`config.mk`:
```
export PLATFORM = sky130hd
export DESIGN_NAME = condicionador_teclas
export DESIGN_NICKNAME = d
export VERILOG_FILES = /design/src/rtl/condicionador_teclas.sv
export SDC_FILE = /design/constraint.sdc
export NUM_CORES = 1
export LEC_CHECK = 0
export CAP_MARGIN = 20
export CORE_AREA = 2 2 160 162
export DETAILED_ROUTE_END_ITERATION = 10
export DIE_AREA = 0 0 162 164
export PLACE_DENSITY = 0.72
export REMOVE_ABC_BUFFERS = 1
export SKIP_CTS_REPAIR_TIMING = 1
export SLEW_MARGIN = 20
export SYNTH_ARGS = -nofsm -noshare
export SYNTH_HDL_FRONTEND = slang
export SYNTH_SLANG_ARGS = --single-unit
```
`constraint.sdc`:
```
create_clock -name clk -period 8.5 [get_ports clk]
set_clock_uncertainty 0.05 [all_clocks]
set_input_delay 0.85 -clock clk [delete_from_list [all_inputs] [get_ports clk]]
set_output_delay 0.85 -clock clk [all_outputs]
set_load 0.01 [all_outputs]
```
`src/rtl/condicionador_teclas.sv`:
```
// Push-button conditioner: per-key 2-flop synchroniser, debounce, and a
// press/hold FSM producing registered press, release, short, long-hold and
// auto-repeat pulses. Keys are independent; one lane instance per key.

module condicionador_teclas_key #(
  parameter int DEBOUNCE_CYC  = 1_000_000,
  parameter int LONG_CYC      = 100_000_000,
  parameter int RPT_DELAY_CYC = 25_000_000,
  parameter int RPT_CYC       = 5_000_000,
  parameter bit RPT_EN        = 1'b0
) (
  input  logic clk,
  input  logic reset,
  input  logic key_n,
  output logic pressed,
  output logic press_pulse,
  output logic release_pulse,
  output logic short_pulse,
  output logic long_pulse,
  output logic repeat_pulse
);
  localparam int DB_W    = $clog2(DEBOUNCE_CYC + 1);
  localparam int HOLD_W  = $clog2(LONG_CYC + 1);
  localparam int RPT_MAX = (RPT_DELAY_CYC > RPT_CYC) ? RPT_DELAY_CYC : RPT_CYC;
  localparam int RPT_W   = $clog2(RPT_MAX + 1);

  typedef enum logic [1:0] {ST_UP, ST_DOWN, ST_LONG} state_t;

  logic [1:0]        sync_q;
  logic              key_s;
  logic              acc_q, acc_d;        // accepted level, active-low like key_n
  logic [DB_W-1:0]   db_q, db_d;
  state_t            state_q, state_d;
  logic [HOLD_W-1:0] hold_q, hold_d;
  logic [RPT_W-1:0]  rpt_q, rpt_d;
  logic              rdly_q, rdly_d;      // 1 while waiting for the first repeat
  logic              press_q, press_d, rel_q, rel_d, short_q, short_d;
  logic              long_q, long_d, rep_q, rep_d;
  logic              mismatch, flip, acc_press, acc_rel, rpt_hit;

  assign key_s = sync_q[1];

  // Two-flop synchroniser; resets to the released level
  always_ff @(posedge clk or posedge reset) begin
    if (reset) sync_q <= 2'b11;
    else       sync_q <= {sync_q[0], key_n};
  end

  // Debounce: flip the accepted level after DEBOUNCE_CYC consecutive mismatches
  always_comb begin
    mismatch  = (key_s != acc_q);
    flip      = mismatch && (db_q == DB_W'(DEBOUNCE_CYC - 1));
    acc_d     = flip ? key_s : acc_q;
    db_d      = (mismatch && !flip) ? db_q + 1'b1 : '0;
    acc_press = flip && !key_s;
    acc_rel   = flip && key_s;
  end

  // Debounce state register
  always_ff @(posedge clk or posedge reset) begin
    if (reset) begin
      acc_q <= 1'b1;
      db_q  <= '0;
    end else begin
      acc_q <= acc_d;
      db_q  <= db_d;
    end
  end

  // Hold FSM next-state and pulse generation; a release always wins
  always_comb begin
    state_d = state_q;
    hold_d  = hold_q;
    rpt_d   = rpt_q;
    rdly_d  = rdly_q;
    press_d = 1'b0;
    rel_d   = 1'b0;
    short_d = 1'b0;
    long_d  = 1'b0;
    rep_d   = 1'b0;
    rpt_hit = rdly_q ? (rpt_q == RPT_W'(RPT_DELAY_CYC - 1))
                     : (rpt_q == RPT_W'(RPT_CYC - 1));
    case (state_q)
      ST_UP: begin
        if (acc_press) begin
          state_d = ST_DOWN;
          press_d = 1'b1;
          hold_d  = '0;
          rpt_d   = '0;
          rdly_d  = 1'b1;
        end
      end
      ST_DOWN: begin
        if (acc_rel) begin
          state_d = ST_UP;
          rel_d   = 1'b1;
          short_d = 1'b1;
        end else begin
          hold_d = hold_q + 1'b1;
          if (hold_q == HOLD_W'(LONG_CYC - 1)) begin
            state_d = ST_LONG;
            long_d  = 1'b1;
          end
        end
      end
      ST_LONG: begin
        if (acc_rel) begin
          state_d = ST_UP;
          rel_d   = 1'b1;
        end
      end
      default: state_d = ST_UP;
    endcase
    // Repeat counter runs from the press, in DOWN and LONG, until release
    if (RPT_EN && (state_q != ST_UP) && !acc_rel) begin
      if (rpt_hit) begin
        rep_d  = 1'b1;
        rpt_d  = '0;
        rdly_d = 1'b0;
      end else begin
        rpt_d = rpt_q + 1'b1;
      end
    end
  end

  // FSM, counters and registered pulses
  always_ff @(posedge clk or posedge reset) begin
    if (reset) begin
      state_q <= ST_UP;
      hold_q  <= '0;
      rpt_q   <= '0;
      rdly_q  <= 1'b0;
      press_q <= 1'b0;
      rel_q   <= 1'b0;
      short_q <= 1'b0;
      long_q  <= 1'b0;
      rep_q   <= 1'b0;
    end else begin
      state_q <= state_d;
      hold_q  <= hold_d;
      rpt_q   <= rpt_d;
      rdly_q  <= rdly_d;
      press_q <= press_d;
      rel_q   <= rel_d;
      short_q <= short_d;
      long_q  <= long_d;
      rep_q   <= rep_d;
    end
  end

  assign pressed       = (state_q != ST_UP);
  assign press_pulse   = press_q;
  assign release_pulse = rel_q;
  assign short_pulse   = short_q;
  assign long_pulse    = long_q;
  assign repeat_pulse  = rep_q;
endmodule

module condicionador_teclas #(
  parameter int                N_KEYS        = 4,
  parameter int                DEBOUNCE_CYC  = 1_000_000,
  parameter int                LONG_CYC      = 100_000_000,
  parameter int                RPT_DELAY_CYC = 25_000_000,
  parameter int                RPT_CYC       = 5_000_000,
  parameter logic [N_KEYS-1:0] RPT_MASK      = 'b0010
) (
  input  logic              clk,
  input  logic              reset,
  input  logic [N_KEYS-1:0] key_n,
  output logic [N_KEYS-1:0] pressed,
  output logic [N_KEYS-1:0] press_pulse,
  output logic [N_KEYS-1:0] release_pulse,
  output logic [N_KEYS-1:0] short_pulse,
  output logic [N_KEYS-1:0] long_pulse,
  output logic [N_KEYS-1:0] repeat_pulse
);
  for (genvar i = 0; i < N_KEYS; i++) begin : g_key
    condicionador_teclas_key #(
      .DEBOUNCE_CYC (DEBOUNCE_CYC),
      .LONG_CYC     (LONG_CYC),
      .RPT_DELAY_CYC(RPT_DELAY_CYC),
      .RPT_CYC      (RPT_CYC),
      .RPT_EN       (RPT_MASK[i])
    ) u_key (
      .clk          (clk),
      .reset        (reset),
      .key_n        (key_n[i]),
      .pressed      (pressed[i]),
      .press_pulse  (press_pulse[i]),
      .release_pulse(release_pulse[i]),
      .short_pulse  (short_pulse[i]),
      .long_pulse   (long_pulse[i]),
      .repeat_pulse (repeat_pulse[i])
    );
  end
endmodule

```
==> out/qor.yml <==
rsz0062_at_grt: "false"
drt_iter0_drc: 740
critPathRequiredTime_ps: 8910
syn_area_per_cell_um2: 9.34
core_um2: 24800
fill_cells: 2135
drc: 0
antenna_found_initial: 0
clk_path_buf_depth: 3
slew_headroom_pct: 27.3
yosys_warnings: 0
intPower_mw: 1.97
dp_slack_ps: 5120
place_inst: 1744
final_antenna_net_count: 0
grt_pass1_vias: 10400
finalCritPeriodShare_pct: 37.5
dieHeight_um: 164
grt_max_degree: 94
tns_ps: 0
met1_length_mm: 13.5
drtPass1Iterations: 5
finalHoldViolCount: 0
start_util_pct: 54.6
setup_viol: 0
synth_edf_count: 0
yosys-top-cells-count: "dfrtp_1, nor2_1, nand2_1"
netlist_area_um2: 13600
hpwl_mm: 18.6
dpl-instance-area_um2: 13900
synth_cells: 1451
p_leak_nw: 6.10
n_antenna_cell: 0
fin_area_um2: 14900
max-vdd-ir-drop_v: 0.000175
setup_ws_ps: 5310
worstSetupEndpointType: "flip-flop"
start_kind: "flip-flop"
numCtsBuffers: 28
p_per_area_nw_per_um2: 169
place.gp.congestion: 0.856
grt_overflow: 0
worstPathMaxFanout: 14
status: "finished clean"
num_io_pins: 30
synth_cell_types: 77
vias: 10700
row_count: 58
whs_ps: 307
clkTransAtPathRegs_ps: 60
period_needed_ps: 3190
yosysSeqAreaShare_pct: 46.5
drive_above_1_share_pct: 7.16
tritoncts: "built"
wl_per_cell_um: 15.7
dieArea_um2: 26600
wl_met3_mm: 1.04
clockPowerShare_pct: 50.2
clock_latency_ps: 540
cts-htree-levels: 1
p_comb_share_pct: 1.8
reg2reg_from: "g_key[0].u_key.db_q[13]"
areaGrowthSynthToFinish_pct: 10.1
crit_path_start: "g_key[0].u_key.db_q[13]"
critPathKind: "flip-flop to flip-flop"
drv_slew: 0
rr_worst_depth: 6
crit_arrival_ps: 3600
ys_top_cells_by_area: "dfrtp_1, nor2_1, xnor2_1, xor2_1, nand3_1"
synth_ff_type: "dfrtp_1"
ys_seq_elements: 251
max_slew.worst_pin.slew_ps: 1090
route.met2.wl_mm: 13.2
grtUsageTotal_pct: 21.8
yosysMostFrequentCell: "dfrtp_1"
viasPerCell: 5.95
nets: 1471
cts_sinks: 251
reg2reg_to: "g_key[0].u_key.hold_q[25]"
fin_cells: 1796
top_layer: "met4"
switching_share_pct: 21.8
yosys.area.top_type: "dfrtp_1"
seq_power_share_pct: 48.0
root_buffer: "clkbuf_16"
io_buffer_count: 26
async_flop_share_pct: 100
p_sw_mw: 0.549
grt_pass1_wl_mm: 49.5
synth_top_area_share_pct: 44.1
final_util_pct: 60.1
worstHoldPathType: "flip-flop to flip-flop"
die_width_um: 162
cap_violations: 0
fmax_mhz: 314
reg2reg_slack_ps: 5310
crit_end: "g_key[0].u_key.hold_q[25]"
design_power_total_mw: 2.52
wl_mm: 28.1
[state kept, by name, indices dropped and copies added (netlist names)]
signal                     count
g_key.u_key.press_pulse        4
g_key.u_key.short_pulse        4
g_key.u_key.hold_q           108
g_key.u_key.acc_q              4
g_key.u_key.long_pulse         4
g_key.u_key.repeat_pulse       1
g_key.u_key.state_q            8
g_key.u_key.rdly_q             1
g_key.u_key.release_pulse      4
g_key.u_key.db_q              80
g_key.u_key.rpt_q             25
g_key.u_key.sync_q             8
[cell usage in the layout (no fill, tap or decap), types with 13 or more instances in the layout]
cell type,count
dfrtp_1,239
nor2_1,185
nand2_1,105
nand3_1,86
o21ai_0,72
xnor2_1,66
xor2_1,59
nand4_1,51
inv_1,41
nor3_1,40
and3_1,40
a21oi_1,36
o31ai_1,32
clkbuf_16,29
and2_1,27
clkdlybuf4s50_1,26
nor4_1,21
ha_1,21
and4_1,19
a31oi_1,19
or3_1,18
or4_1,13
[final cells by class]
class / count / area (um^2) / share of cell area (%)
inverter: 44 / 173 / 1.16
tap: 330 / 413 / 2.77
sequential: 251 / 6300 / 42.2
clock inverter: 21 / 238 / 1.59
multi-input combinational: 1084 / 6720 / 45.1
clock buffer: 31 / 743 / 4.98
timing repair buffer: 35 / 335 / 2.25
[routing by layer]
| metal | vias to the layer above | track usage, % |
|---|---|---|
| met5 | - | 0 |
| met4 | 0 | 4.75 |
| met3 | 30 | 2.65 |
| met2 | 196 | 35.7 |
| met1 | 5248 | 31.5 |
| li1 | 5210 | - |
[power groups by stage]
| stage | Sequential [mW] | Clock [mW] | Combinational [mW] |
|---|---|---|---|
| floorplan | 1.23 | 0 | 0.0318 |
| global placement | 1.23 | 0 | 0.0469 |
| detailed placement | 1.23 | 0 | 0.0480 |
| CTS | 1.21 | 1.30 | 0.0479 |
| global route | 1.21 | 1.35 | 0.0549 |
| finish | 1.21 | 1.27 | 0.0458 |
[worst min path at each step]
| stage | slack, ps | to | startpoint | cells past startpoint |
|---|---|---|---|---|
| finish | 310 | g_key[0].u_key.sync_q[1] | g_key[0].u_key.sync_q[0] | 0 |
| CTS | 310 | g_key[3].u_key.sync_q[1] | g_key[3].u_key.sync_q[0] | 0 |
| floorplan | 300 | g_key[0].u_key.sync_q[1] | g_key[0].u_key.sync_q[0] | 0 |
| global route | 310 | g_key[0].u_key.sync_q[1] | g_key[0].u_key.sync_q[0] | 0 |
| global placement | 300 | g_key[3].u_key.sync_q[1] | g_key[3].u_key.sync_q[0] | 0 |
| detailed placement | 300 | g_key[0].u_key.sync_q[1] | g_key[0].u_key.sync_q[0] | 0 |
[logic make-up after synthesis]
logic type,after synthesis,synth area share (%)
buf+inv,118,4.12
compound gates,266,13.6
flops,251,46.5
other cells,1,0.0277
fa+ha+maj,21,1.94
xor+xnor,125,8.08
mux,5,0.388
simple gates,664,25.4
[worst max-delay path: stages, from the launching register on]
cell       delay, ps
dfrtp_1          430
nor4b_1          320
nand3_1          320
or4_1            750
a21boi_1         860
o21a_1           230
a2bb2oi_1        150
(Power assumes the default switching activity.)
